==> src/rtl/ft_fifo_wr_arbiter.sv <==
// Round-robin arbiter sharing the FT2232H async-FIFO write port among four byte sources.
// Optional statistics counters are enabled with the FT_ARB_STATS_EN macro.
module ft_fifo_wr_arbiter #(
    parameter int unsigned SETUP_CYC  = 1,
    parameter int unsigned STROBE_CYC = 2,
    parameter int unsigned HOLD_CYC   = 1
) (
    input  logic        clk,
    input  logic        rst,
    input  logic [3:0]  req_valid,
    input  logic [31:0] req_data,
    output logic [3:0]  req_ready,
    output logic [7:0]  d,
    output logic        wr,
    input  logic        txe,
    output logic        busy,
    output logic [1:0]  grant_id
`ifdef FT_ARB_STATS_EN
    ,
    output logic [15:0] byte_count,
    output logic [15:0] stall_count
`endif
);

    typedef enum logic [1:0] {
        IDLE   = 2'd0,
        SETUP  = 2'd1,
        STROBE = 2'd2,
        HOLD   = 2'd3
    } state_t;

    localparam logic [7:0] SETUP_LAST  = 8'(SETUP_CYC - 1);
    localparam logic [7:0] STROBE_LAST = 8'(STROBE_CYC - 1);
    localparam logic [7:0] HOLD_LAST   = 8'(HOLD_CYC - 1);

    state_t      r_state;
    logic [7:0]  r_cnt;
    logic [1:0]  r_last;
    logic [7:0]  r_d;
    logic        r_wr;
    logic        r_busy;
    logic [1:0]  r_grant_id;

    logic        w_found;
    logic [1:0]  w_grant;
    logic [1:0]  w_idx;
    logic [7:0]  w_byte;
    logic        w_accept;
    logic        w_last_strobe;

    // Search starts one past the previous winner; k == 4 wraps back to r_last itself.
    always_comb begin
        w_found = 1'b0;
        w_grant = r_last;
        w_idx   = r_last;
        for (int unsigned k = 1; k <= 4; k++) begin
            w_idx = r_last + 2'(k);
            if (!w_found && req_valid[w_idx]) begin
                w_grant = w_idx;
                w_found = 1'b1;
            end
        end
    end

    always_comb begin
        req_ready = '0;
        if (r_state == IDLE && !txe && !rst && w_found) begin
            req_ready = 4'b0001 << w_grant;
        end
    end

    assign w_byte        = req_data[{w_grant, 3'b000} +: 8];
    assign w_accept      = |(req_valid & req_ready);
    assign w_last_strobe = (r_state == STROBE) && (r_cnt == STROBE_LAST);

    // wr is updated on the same edge as the state, so it is low exactly while in STROBE.
    always_ff @(posedge clk) begin
        if (rst) begin
            r_state    <= IDLE;
            r_cnt      <= '0;
            r_last     <= 2'd3;
            r_d        <= '0;
            r_wr       <= 1'b1;
            r_busy     <= 1'b0;
            r_grant_id <= '0;
        end else begin
            case (r_state)
                IDLE: begin
                    if (w_accept) begin
                        r_d        <= w_byte;
                        r_grant_id <= w_grant;
                        r_last     <= w_grant;
                        r_cnt      <= '0;
                        r_busy     <= 1'b1;
                        r_state    <= SETUP;
                    end
                end
                SETUP: begin
                    if (r_cnt == SETUP_LAST) begin
                        r_cnt   <= '0;
                        r_wr    <= 1'b0;
                        r_state <= STROBE;
                    end else begin
                        r_cnt <= r_cnt + 8'd1;
                    end
                end
                STROBE: begin
                    if (w_last_strobe) begin
                        r_cnt   <= '0;
                        r_wr    <= 1'b1;
                        r_state <= HOLD;
                    end else begin
                        r_cnt <= r_cnt + 8'd1;
                    end
                end
                HOLD: begin
                    if (r_cnt == HOLD_LAST) begin
                        r_cnt   <= '0;
                        r_busy  <= 1'b0;
                        r_state <= IDLE;
                    end else begin
                        r_cnt <= r_cnt + 8'd1;
                    end
                end
                default: begin
                    r_cnt   <= '0;
                    r_wr    <= 1'b1;
                    r_busy  <= 1'b0;
                    r_state <= IDLE;
                end
            endcase
        end
    end

    assign d        = r_d;
    assign wr       = r_wr;
    assign busy     = r_busy;
    assign grant_id = r_grant_id;

`ifdef FT_ARB_STATS_EN
    logic [15:0] r_byte_count;
    logic [15:0] r_stall_count;

    // byte_count wraps naturally; stall_count saturates.
    always_ff @(posedge clk) begin
        if (rst) begin
            r_byte_count  <= '0;
            r_stall_count <= '0;
        end else begin
            if (w_last_strobe) begin
                r_byte_count <= r_byte_count + 16'd1;
            end
            if (r_state == IDLE && (|req_valid) && txe && r_stall_count != '1) begin
                r_stall_count <= r_stall_count + 16'd1;
            end
        end
    end

    assign byte_count  = r_byte_count;
    assign stall_count = r_stall_count;
`endif

endmodule
==> config.mk <==
export PLATFORM = sky130hd
export DESIGN_NAME = ft_fifo_wr_arbiter
export DESIGN_NICKNAME = d
export VERILOG_FILES = /design/src/rtl/ft_fifo_wr_arbiter.sv
export SDC_FILE = /design/constraint.sdc
export NUM_CORES = 1
export LEC_CHECK = 0
export CAP_MARGIN = 20
export CORE_MARGIN = 2
export CORE_UTILIZATION = 45
export CTS_BUF_LIST = sky130_fd_sc_hd__clkbuf_4 sky130_fd_sc_hd__clkbuf_8 sky130_fd_sc_hd__clkbuf_16
export DETAILED_ROUTE_END_ITERATION = 12
export PLACE_DENSITY_LB_ADDON = 0.1
export SLEW_MARGIN = 40
export SYNTH_ARGS = -nofsm -noshare
export SYNTH_HDL_FRONTEND = slang
export SYNTH_SLANG_ARGS = --single-unit
==> constraint.sdc <==
create_clock -name clk -period 2.45 [get_ports clk]
set_input_delay 0.3675 -clock clk [delete_from_list [all_inputs] [get_ports clk]]
set_output_delay 0.3675 -clock clk [all_outputs]
set_load 0.01 [all_outputs]
==> metrics.md <==
| Metric | Value |
|---|---|
| Pin count of the biggest net entering global routing | 26 |
| Final WL | 4400 µm |
| Die H | 63.4 µm |
| Final instance area | 2340 µm² |
| Worst path max stage delay | 340 ps |
| DP Worst Slack | -127 ps |
| Max-Cap Viols | 0 |
| Pwr per Cell Area | 686 nW/µm² |
| Remaining global-route overflow | 0 |
| Clk_lat worst skew | 320 ps |
| IO Pins | 55 |
| Post-Syn Nets | 246 |
| Die X | 63.4 µm |
| Wire per inst | 14.1 µm |
| Synthesized cell area | 1590 µm² |
| Crit Path Category | reg2out |
| Post-detail-place hpwl | 3170 µm |
| Arrival time at the worst endpoint | 1970 ps |
| F_max | 0.428 GHz |
| Final Power | 1600 µW |
| Number of CTS-inserted buffers | 3 |
| Most used cell, CP | inv_1 |
| Final Cycle Share | 95.3% |
| Yosys reg bits | 24 |
| Vias in the first global route | 1555 |
| Register area share after synthesis | 30.3% |
| Total negative setup slack | 0 ps |
| Area of the multi-input gates | 1010 µm² |
| Hold Crit Class | reg2reg |
| Clock transition at the registers of the reported paths | 150 ps |
| Slowest library cell on the worst path | dfxtp_1 |
| GRT Total Usage | 21.6% |
| RSZ-0062 raised after global routing | false |
| Mean Syn Cell Area | 7.97 µm² |
| Area delta synth->final | 47.6% |
| Vias/cell | 5.32 |
| FF/Latch Area | 480 µm² |
| DR DRC count | 0 |
| Site row count | 21 |
| Worst Path Buf+Inv | 4 |
| Max clock buf depth | 2 |
| First-pass GRT wire length | 7060 µm |
| Worst-case clock skew | 5.50 ps |
| Peak supply drop | 449 µV |
| Initial antenna violation count | 0 |
| Post-layout utilization of the core | 69.6% |
| Final WS setup | 114 ps |
| Fillcell total | 285 |
| Antenna Cells | 0 |
| Yosys warns | 0 |
| Final Max Tran Viols | 0 |
| Mapped Cells | 199 |
| Cts hold-fix bufs | 0 |
| Relative slew slack | 53.8% |
| Via count | 1660 |
| Nets | 314 |
| Placer Congestion | 0.787 |
| Final Hold Vio Count | 0 |
| Worst setup EP type | output port |
| Status | finished, final reports clean |
| PortBufs | 54 |
| Initial core utilization | 47.1% |
| Core area | 3360 µm² |
| CP top delay family | buffers and inverters |
| WP data required | 2080 ps |
| Yosys cell types | 34 |
| Crit-path cells | inv_1 -> ha_2 -> inv_1 -> buf_4 -> nor4_4 -> nand2_2 -> nor2_1 -> dlygate4sd2_1 |
| Clock Sinks | 24 |
| CTS tree | done |
| # setup viols final | 0 |
| DRT Pass-1 Iters | 4 |
| H-tree lvl count | 1 |
| CP Launch Type | register |
| Final min period | 2340 ps |
| Lkg Pwr | 0.000938 µW |
| Layout cell share with drive strength beyond 1 | 15.0% |
| DRT iter0 DRCs | 98 |
| Die footprint | 4010 µm² |
| Root Driver | clkbuf_4 |
| Critical Path Fanout Max | 4 |
| Routed Antenna Nets | 0 |
| Worst-Margin Slew | 691 ps |
| Placed Area | 2260 µm² |
-- worst reg2reg max path, stage by stage (launching register included) --
cell and delay (ps):
dfxtp_1 340, inv_1 100, ha_2 200, inv_1 60, or4_4 540, buf_4 170, nor2_1 530, a211oi_1 200
-- routing by layer --
metal | up-vias | share of wire [%] | global-route usage (%)
met2 | 38 | 47 | 37.5
met5 | - | 0 | 0
met4 | 0 | 0.41 | 2.17
met1 | 766 | 47 | 27.7
li1 | 854 | - | -
met3 | 2 | 5.5 | 5.71
-- worst paths after layout --
path	from	end	slack, ps	depth (start not counted)
worst max-delay path	r_state[0]$_SDFFE_PP0P_	req_ready[2]	110	8
worst min-delay path	grant_id[1]$_SDFFE_PP0P_	grant_id[1]$_SDFFE_PP0P_	480	2
worst max register to register	r_state[0]$_SDFFE_PP0P_	d[7]$_SDFFE_PP0P_	150	7
worst min register to register	grant_id[1]$_SDFFE_PP0P_	grant_id[1]$_SDFFE_PP0P_	480	2
-- logic make-up (layout without fill, tap and decap cells) --
family | count (synthesis) | after routing | synth area share (%)
flops | 24 | 24 | 30.3
compound gates | 58 | 58 | 25.9
simple gates | 73 | 73 | 22.8
mux | 10 | 10 | 6.31
buf+inv | 26 | 93 | 8.37
fa+ha+maj | 8 | 8 | 6.31
-- where the power goes --
group / internal (µW) / leakage (µW) / total [µW] / switching [µW]
combinational: 406 / 0.000714 / 808 / 402
sequential: 457 / 0.000196 / 500 / 43.7
clock: 165 / 0.0000279 / 296 / 130
total: 1030 / 0.000938 / 1600 / 576
-- cell usage in the layout (no fill, tap or decap), types with 10 or more instances in the layout --
cell              n
mux2i_1          10
buf_4            22
a31oi_1          16
dfxtp_1          24
nand3_1          11
o21bai_1         11
inv_1            13
nor2_1           13
a211oi_1         17
clkdlybuf4s50_1  50
nand2_1          22
-- layout make-up --
type	count	area share, %
Tap cell	46	2.46
Clock inverter	1	1.28
Clock buffer	3	0.963
Multi-Input combinational cell	149	43.0
Timing Repair Buffer	76	29.6
Inverter	13	2.09
Sequential cell	24	20.5
-- synth_stat cells --
cell type  count  area, µm²
clkbuf_1       7       26.3
nand3_1       11       55.1
o21ai_0        1       5.00
dfxtp_1       24        480
a211oi_1      17        128
nand2_1       23       86.3
or2_2          2       12.5
a211oi_2       1       12.5
buf_2          1       5.00
a21o_1         2       15.0
o211ai_1       1       7.51
nor4_1         2       12.5
and3_1         1       6.26
o21bai_1      11       82.6
inv_1         13       48.8
nor4_2         1       12.5
and2_1         1       6.26
and3_4         1       11.3
nand2b_1       4       25.0
nor3_1         8       40.0
or2_1          1       6.26
buf_4          1       7.51
nand4b_1       1       8.76
nor2_1        13       48.8
o32ai_2        1       16.3
ha_1           8        100
a21oi_1        7       35.0
mux2i_1       10        100
a31oi_1       16        100
or4_1          1       7.51
nor3b_1        1       7.51
nand3b_1       2       15.0
buf_6          4       45.0
o31a_1         1       8.76
-- state kept, by name (all words and copies together), names as in the netlist --
register / cells
busy: 1
wr: 1
grant_id: 2
r_cnt: 8
d: 8
r_last: 2
r_state: 2
-- per-stage QoR --
step / hold WS [ps] / instances
floorplan: 462 / 199
global placement: 449 / 306
detailed placement: 463 / 306
CTS: 483 / 311
global route: 505 / 312
finish: 484 / 312
-- what timing repair did --
action,CTS,global route
endpoints found under the setup margin,4,6
pin swaps,1,1
buffers inserted,1,1
gates resized for setup,9,6
endpoints found under the hold margin,0,0
No activity file was read; power rests on OpenSTA's default activity.
